--- src/rtl/if_prefetch_queue.sv ---
// Instruction prefetch queue: issues sequential fetches under a credit limit,
// tracks in-flight addresses, and buffers in-order responses for decode.
module if_prefetch_queue #(
    parameter int              XLEN     = 32,
    parameter int              DEPTH    = 4,
    parameter logic [XLEN-1:0] RESET_PC = '0
) (
    input  logic                       clk,
    input  logic                       rst_n,
    input  logic                       i_flush,
    input  logic [XLEN-1:0]            i_flush_pc,
    output logic                       o_req_valid,
    input  logic                       i_req_ready,
    output logic [XLEN-1:0]            o_req_addr,
    input  logic                       i_rsp_valid,
    input  logic [XLEN-1:0]            i_rsp_data,
    output logic                       o_if_valid,
    input  logic                       i_id_ready,
    output logic [XLEN-1:0]            o_if_inst,
    output logic [XLEN-1:0]            o_if_pc,
    output logic [$clog2(DEPTH):0]     o_count
);

    localparam int AW = $clog2(DEPTH);
    localparam int CW = AW + 1;

    // Fetch PC and credit accounting
    logic [XLEN-1:0] pc_q, pc_d;
    logic [CW-1:0]   outst_q, outst_d;
    logic [CW-1:0]   discard_q, discard_d;

    // Address FIFO: one entry per accepted request, popped by each response
    logic [XLEN-1:0] af_addr_q [DEPTH];
    logic [AW-1:0]   af_head_q, af_head_d;
    logic [AW-1:0]   af_tail_q, af_tail_d;

    // Instruction queue
    logic [XLEN-1:0] iq_inst_q [DEPTH];
    logic [XLEN-1:0] iq_pc_q   [DEPTH];
    logic [AW-1:0]   iq_head_q, iq_head_d;
    logic [AW-1:0]   iq_tail_q, iq_tail_d;
    logic [CW-1:0]   iq_count_q, iq_count_d;

    logic [CW:0] occupancy;
    logic        credit_ok;
    logic        req_valid;
    logic        req_fire;
    logic        rsp_fire;
    logic        rsp_keep;
    logic        if_valid;
    logic        if_pop;

    // Handshakes: a transfer happens on a rising edge where valid && ready.
    // The request side never withdraws valid or changes the address while
    // waiting (credit only grows while stalled); only a flush can cancel it.
    always_comb begin
        occupancy = {1'b0, iq_count_q} + {1'b0, outst_q};
        credit_ok = occupancy < (CW+1)'(DEPTH);
        req_valid = rst_n && !i_flush && credit_ok;
        req_fire  = req_valid && i_req_ready;
        rsp_fire  = i_rsp_valid && (outst_q != '0);
        rsp_keep  = rsp_fire && !i_flush && (discard_q == '0);
        if_valid  = (iq_count_q != '0);
        if_pop    = if_valid && i_id_ready && !i_flush;
    end

    always_comb begin
        pc_d       = pc_q;
        outst_d    = outst_q + CW'(req_fire) - CW'(rsp_fire);
        discard_d  = discard_q;
        af_head_d  = af_head_q + AW'(rsp_fire);
        af_tail_d  = af_tail_q + AW'(req_fire);
        iq_head_d  = iq_head_q + AW'(if_pop);
        iq_tail_d  = iq_tail_q + AW'(rsp_keep);
        iq_count_d = iq_count_q + CW'(rsp_keep) - CW'(if_pop);

        if (req_fire) begin
            pc_d = pc_q + XLEN'(4);
        end

        if (rsp_fire && !i_flush && (discard_q != '0)) begin
            discard_d = discard_q - CW'(1);
        end

        // Everything still in flight after this edge belongs to the old path.
        if (i_flush) begin
            pc_d       = i_flush_pc;
            discard_d  = outst_q - CW'(rsp_fire);
            iq_head_d  = '0;
            iq_tail_d  = '0;
            iq_count_d = '0;
        end
    end

    always_ff @(posedge clk or negedge rst_n) begin
        if (!rst_n) begin
            pc_q       <= RESET_PC;
            outst_q    <= '0;
            discard_q  <= '0;
            af_head_q  <= '0;
            af_tail_q  <= '0;
            iq_head_q  <= '0;
            iq_tail_q  <= '0;
            iq_count_q <= '0;
        end else begin
            pc_q       <= pc_d;
            outst_q    <= outst_d;
            discard_q  <= discard_d;
            af_head_q  <= af_head_d;
            af_tail_q  <= af_tail_d;
            iq_head_q  <= iq_head_d;
            iq_tail_q  <= iq_tail_d;
            iq_count_q <= iq_count_d;
        end
    end

    // Storage arrays need no reset: outputs are gated by occupancy.
    always_ff @(posedge clk) begin
        if (req_fire) begin
            af_addr_q[af_tail_q] <= pc_q;
        end
        if (rsp_keep) begin
            iq_inst_q[iq_tail_q] <= i_rsp_data;
            iq_pc_q[iq_tail_q]   <= af_addr_q[af_head_q];
        end
    end

    assign o_req_valid = req_valid;
    assign o_req_addr  = pc_q;
    assign o_if_valid  = if_valid;
    assign o_if_inst   = if_valid ? iq_inst_q[iq_head_q] : '0;
    assign o_if_pc     = if_valid ? iq_pc_q[iq_head_q] : '0;
    assign o_count     = iq_count_q;

    rsp_without_outstanding: assert property (
        @(posedge clk) disable iff (!rst_n) !(i_rsp_valid && (outst_q == '0))
    );

endmodule
--- config.mk ---
export PLATFORM = sky130hd
export DESIGN_NAME = if_prefetch_queue
export DESIGN_NICKNAME = d
export VERILOG_FILES = /design/src/rtl/if_prefetch_queue.sv
export SDC_FILE = /design/constraint.sdc
export NUM_CORES = 1
export LEC_CHECK = 0
export CAP_MARGIN = 20
export CORE_ASPECT_RATIO = 0.75
export CORE_MARGIN = 2
export CORE_UTILIZATION = 57
export CTS_CLUSTER_DIAMETER = 150
export DETAILED_ROUTE_END_ITERATION = 10
export GPL_TIMING_DRIVEN = 0
export PLACE_DENSITY = 0.9
export SYNTH_ARGS = -nofsm -noshare
export SYNTH_HDL_FRONTEND = slang
export SYNTH_SLANG_ARGS = --single-unit
--- constraint.sdc ---
create_clock -name clk -period 8.5 [get_ports clk]
set_input_delay 1.275 -clock clk [delete_from_list [all_inputs] [get_ports clk]]
set_output_delay 1.275 -clock clk [all_outputs]
set_load 0.005 [all_outputs]
==> results.sh <==
export IMPL_ios=171
export IMPL_irDropWorstVdd_v=0.000160
export IMPL_crit_chain="clkbuf_1 > buf_1 > mux4_2 > and2_1 > clkdlybuf4s50_1"
export IMPL_min_period_ns=4.46
export IMPL_outcome="finished, final reports clean"
export IMPL_gr_max_usage_layer="met2"
export IMPL_wire_per_inst_microns=24.3
export IMPL_tightestPinTransition_ns=1.06
export IMPL_cts_max_path_buffers=3
export IMPL_use_met1_pct=35.5
export IMPL_first_global_vias=9664
export IMPL_cts_tree="yes"
export IMPL_crit_buf_inv=3
export IMPL_area_growth_pct=22.8
export IMPL_viasPerCell=6.13
export IMPL_start_kind="register"
export IMPL_cp_top_family="buffers and inverters"
export IMPL_use_met2_pct=39.1
export IMPL_num_vias=9378
export IMPL_rsz0062_at_grt="false"
export IMPL_drtIter0Drc=961
export IMPL_yosys_area_share_adder_pct=1.19
export IMPL_leakagePower_nw=7.00
export IMPL_rows=54
export IMPL_final_fill_count=1660
export IMPL_drt_wl_total_microns=37200
export IMPL_hold_class="register to register"
export IMPL_yosys_area_share_simple_pct=6.52
export IMPL_synthFlopType="edfxtp_1"
export IMPL_antenna_cells=0
export IMPL_path_class="register to primary output"
export IMPL_regArea_sq_um=12800
export IMPL_antenna_found_initial=0
export IMPL_skew_ns=0.0288
export IMPL_synth_warnings=0
export IMPL_drc_errors=0
export IMPL_synth_compound_area_share_pct=2.02
export IMPL_clockRootBuffer="clkbuf_16"
export IMPL_drtAntennaViolNets=0
export IMPL_cts_setup_buffers=0
export IMPL_tns_ns=0
export IMPL_cp_slowest_cell="clkbuf_1"
export IMPL_power_total_mw=5.69
export IMPL_synthMuxAreaShare_pct=13.2
export IMPL_met3_usage_pct=4.73
export IMPL_power_density_nw_per_um2=271
export IMPL_hold_viol=0
export IMPL_hold_slack_ns=0.572
export IMPL_ys_seq_area_share_pct=74.7
export IMPL_overflow=0
export IMPL_cts_buffers=40
export IMPL_die_h_microns=154
export IMPL_timing_fmax_ghz=0.224
export IMPL_portBuffers=170
export IMPL_h_tree_depth=2
export IMPL_drive_gt1_share_pct=18.3
export IMPL_dieWidth_microns=204
export IMPL_gp_congestion=0.899
export IMPL_setup_viol=0
export IMPL_track_usage_pct=24.5
export IMPL_die_area_sq_um=31400
export IMPL_dp_hpwl_microns=24700
export IMPL_syn_area_per_cell_sq_um=19.6
export IMPL_netlist_instances=872
export IMPL_synth_fp_nets=957
export IMPL_grt_pass1_wl_microns=57600
export IMPL_nNetsFinal=1193
export IMPL_synthArstFlopShare_pct=11.3
export IMPL_synthXorXnorAreaFrac_pct=0.923
export IMPL_firstDrtPassIters=7
export IMPL_postCtsHoldBufs=0
export IMPL_syn_area_sq_um=17100
export IMPL_yosys_cell_types_count=50
export IMPL_cpPeakStageDelay_ns=0.63
export IMPL_fin_crit_sh_pct=52.5
export IMPL_crit_arrival_ns=3.18
export IMPL_synth_edf_count=384
export IMPL_core_sq_um=29300
export IMPL_cts_repair_resized=0
export IMPL_relSlewSlack_pct=28.8
export IMPL_worstPathMaxFanout=10
export IMPL_synth_seq_cells=433
export IMPL_required_ns=7.22
export IMPL_synth_top_family_by_area="multiplexers"
export IMPL_clkTransAtPathRegs_ns=0.07
export IMPL_grt_max_degree=56
export IMPL_slew_violations=0
export IMPL_maxCapViolations=0
export IMPL_worst_setup_path_end_kind="primary output"
export IMPL_multi_input_area_sq_um=4110
export IMPL_clk_latency_ns=0.54
export IMPL_initial_core_util_pct=58.4
export IMPL_cts_num_sinks=433
==> worst register-to-register path: cells and delay by family, from the launching register on <==
family | cells | cell delay, ns
adders and majority gates | 1 | 0.23
buffers and inverters | 4 | 0.90
DFF | 1 | 0.46
and+or+nand+nor | 3 | 1.24
==> sequential cells by signal (all words and copies together) (netlist names) <==
name        cells
af_addr_q     128
iq_inst_q     128
iq_pc_q       128
o_req_addr     32
discard_q       3
o_count         3
outst_q         3
af_head_q       2
af_tail_q       2
iq_head_q       2
iq_tail_q       2
==> report_power, final <==
group          internal (mW)  total, mW  switching [mW]
Sequential              2.53       2.64           0.107
Combinational          0.631       1.21           0.580
Clock                   1.09       1.83           0.741
Total                   4.26       5.69            1.43
==> area by class of cell <==
type | instances | share of cell area [%]
sequential | 433 | 60.8
tap | 392 | 2.34
multi-input combinational | 382 | 19.6
buffer | 41 | 0.901
timing repair buffer | 194 | 9.68
clock buffer | 58 | 5.29
inverter | 16 | 0.286
clock inverter | 15 | 1.08
==> metal layers <==
metal	vias up	wire (microns)
met3	54	3330
met1	4840	15100
met5	-	0
met4	0	787
li1	3974	-
met2	510	18000
==> cell families (layout without fill, tap and decap cells) <==
| family | after synthesis | in the layout |
|---|---|---|
| XOR/XNOR | 18 | 18 |
| flip-flops | 433 | 433 |
| AND/OR/NAND/NOR | 195 | 195 |
| AO/OA/AOI/OAI | 50 | 50 |
| multiplexers | 104 | 104 |
| adder cells (fa/ha/maj) | 15 | 15 |
| buffers and inverters | 57 | 324 |
==> layout by cell type (no fill, tap or decap), types with 4 or more instances in the layout <==
cell / Yosys / layout
a21oi_1: 4 / 4
a221o_1: 4 / 4
and2_1: 64 / 64
and3_1: 6 / 4
buf_1: 5 / 5
buf_2: 13 / 14
buf_6: 2 / 20
bufinv_16: 0 / 6
clkbuf_1: 20 / 35
clkbuf_16: 0 / 41
clkdlybuf4s50_1: 0 / 169
clkinv_1: 0 / 5
dfrtp_1: 49 / 49
edfxtp_1: 384 / 384
ha_1: 13 / 13
inv_1: 16 / 16
mux2_2: 4 / 4
mux2i_1: 4 / 4
mux4_2: 96 / 96
nand2_1: 36 / 36
nand3_1: 18 / 18
nand3b_1: 4 / 4
nand4_1: 12 / 12
nor2_1: 20 / 18
nor2b_1: 5 / 5
nor3_1: 7 / 5
o211ai_1: 9 / 9
o21ai_0: 17 / 17
or3_1: 5 / 5
xnor2_1: 10 / 10
xor2_1: 8 / 8
==> metrics by stage <==
stage	worst slack [ns]	instances	util (%)	instance area, sq um
2_1_floorplan	1.38	872	-	17100
3_3_place_gp	-2.69	1434	65.8	19300
3_5_place_dp	4.05	1458	67.1	19600
4_1_cts	4.00	1531	71.7	21000
5_1_grt	3.92	1531	71.7	21000
6_report	4.04	1531	71.7	21000
==> cell usage after synthesis (5+ instances only) <==
master | n | area (sq um)
nand2_1 | 36 | 135
mux4_2 | 96 | 2160
clkbuf_1 | 20 | 75.1
and3_1 | 6 | 37.5
dfrtp_1 | 49 | 1230
o211ai_1 | 9 | 67.6
and2_1 | 64 | 400
nor3_1 | 7 | 35.0
nand4_1 | 12 | 75.1
o21ai_0 | 17 | 85.1
nor2_1 | 20 | 75.1
nor2b_1 | 5 | 31.3
ha_1 | 13 | 163
edfxtp_1 | 384 | 11500
buf_1 | 5 | 18.8
inv_1 | 16 | 60.1
nand3_1 | 18 | 90.1
xnor2_1 | 10 | 87.6
buf_2 | 13 | 65.1
xor2_1 | 8 | 70.1
or3_1 | 5 | 31.3
==> worst paths after layout <==
check,startpoint,endpoint,depth (start not counted),slack [ns]
worst min-delay path,o_req_addr[1],af_addr_q[0][1],0,0.57
worst max-delay path,iq_head_q[1],o_if_pc[0],5,4.04
worst min register to register,o_req_addr[1],af_addr_q[0][1],0,0.57
worst max register to register,outst_q[2],af_addr_q[1][29],8,5.36
min in group asynchronous,rst_n,o_req_addr[5],1,0.67
max in group asynchronous,rst_n,o_req_addr[0],2,7.28
No activity file was read; power rests on OpenSTA's default activity.
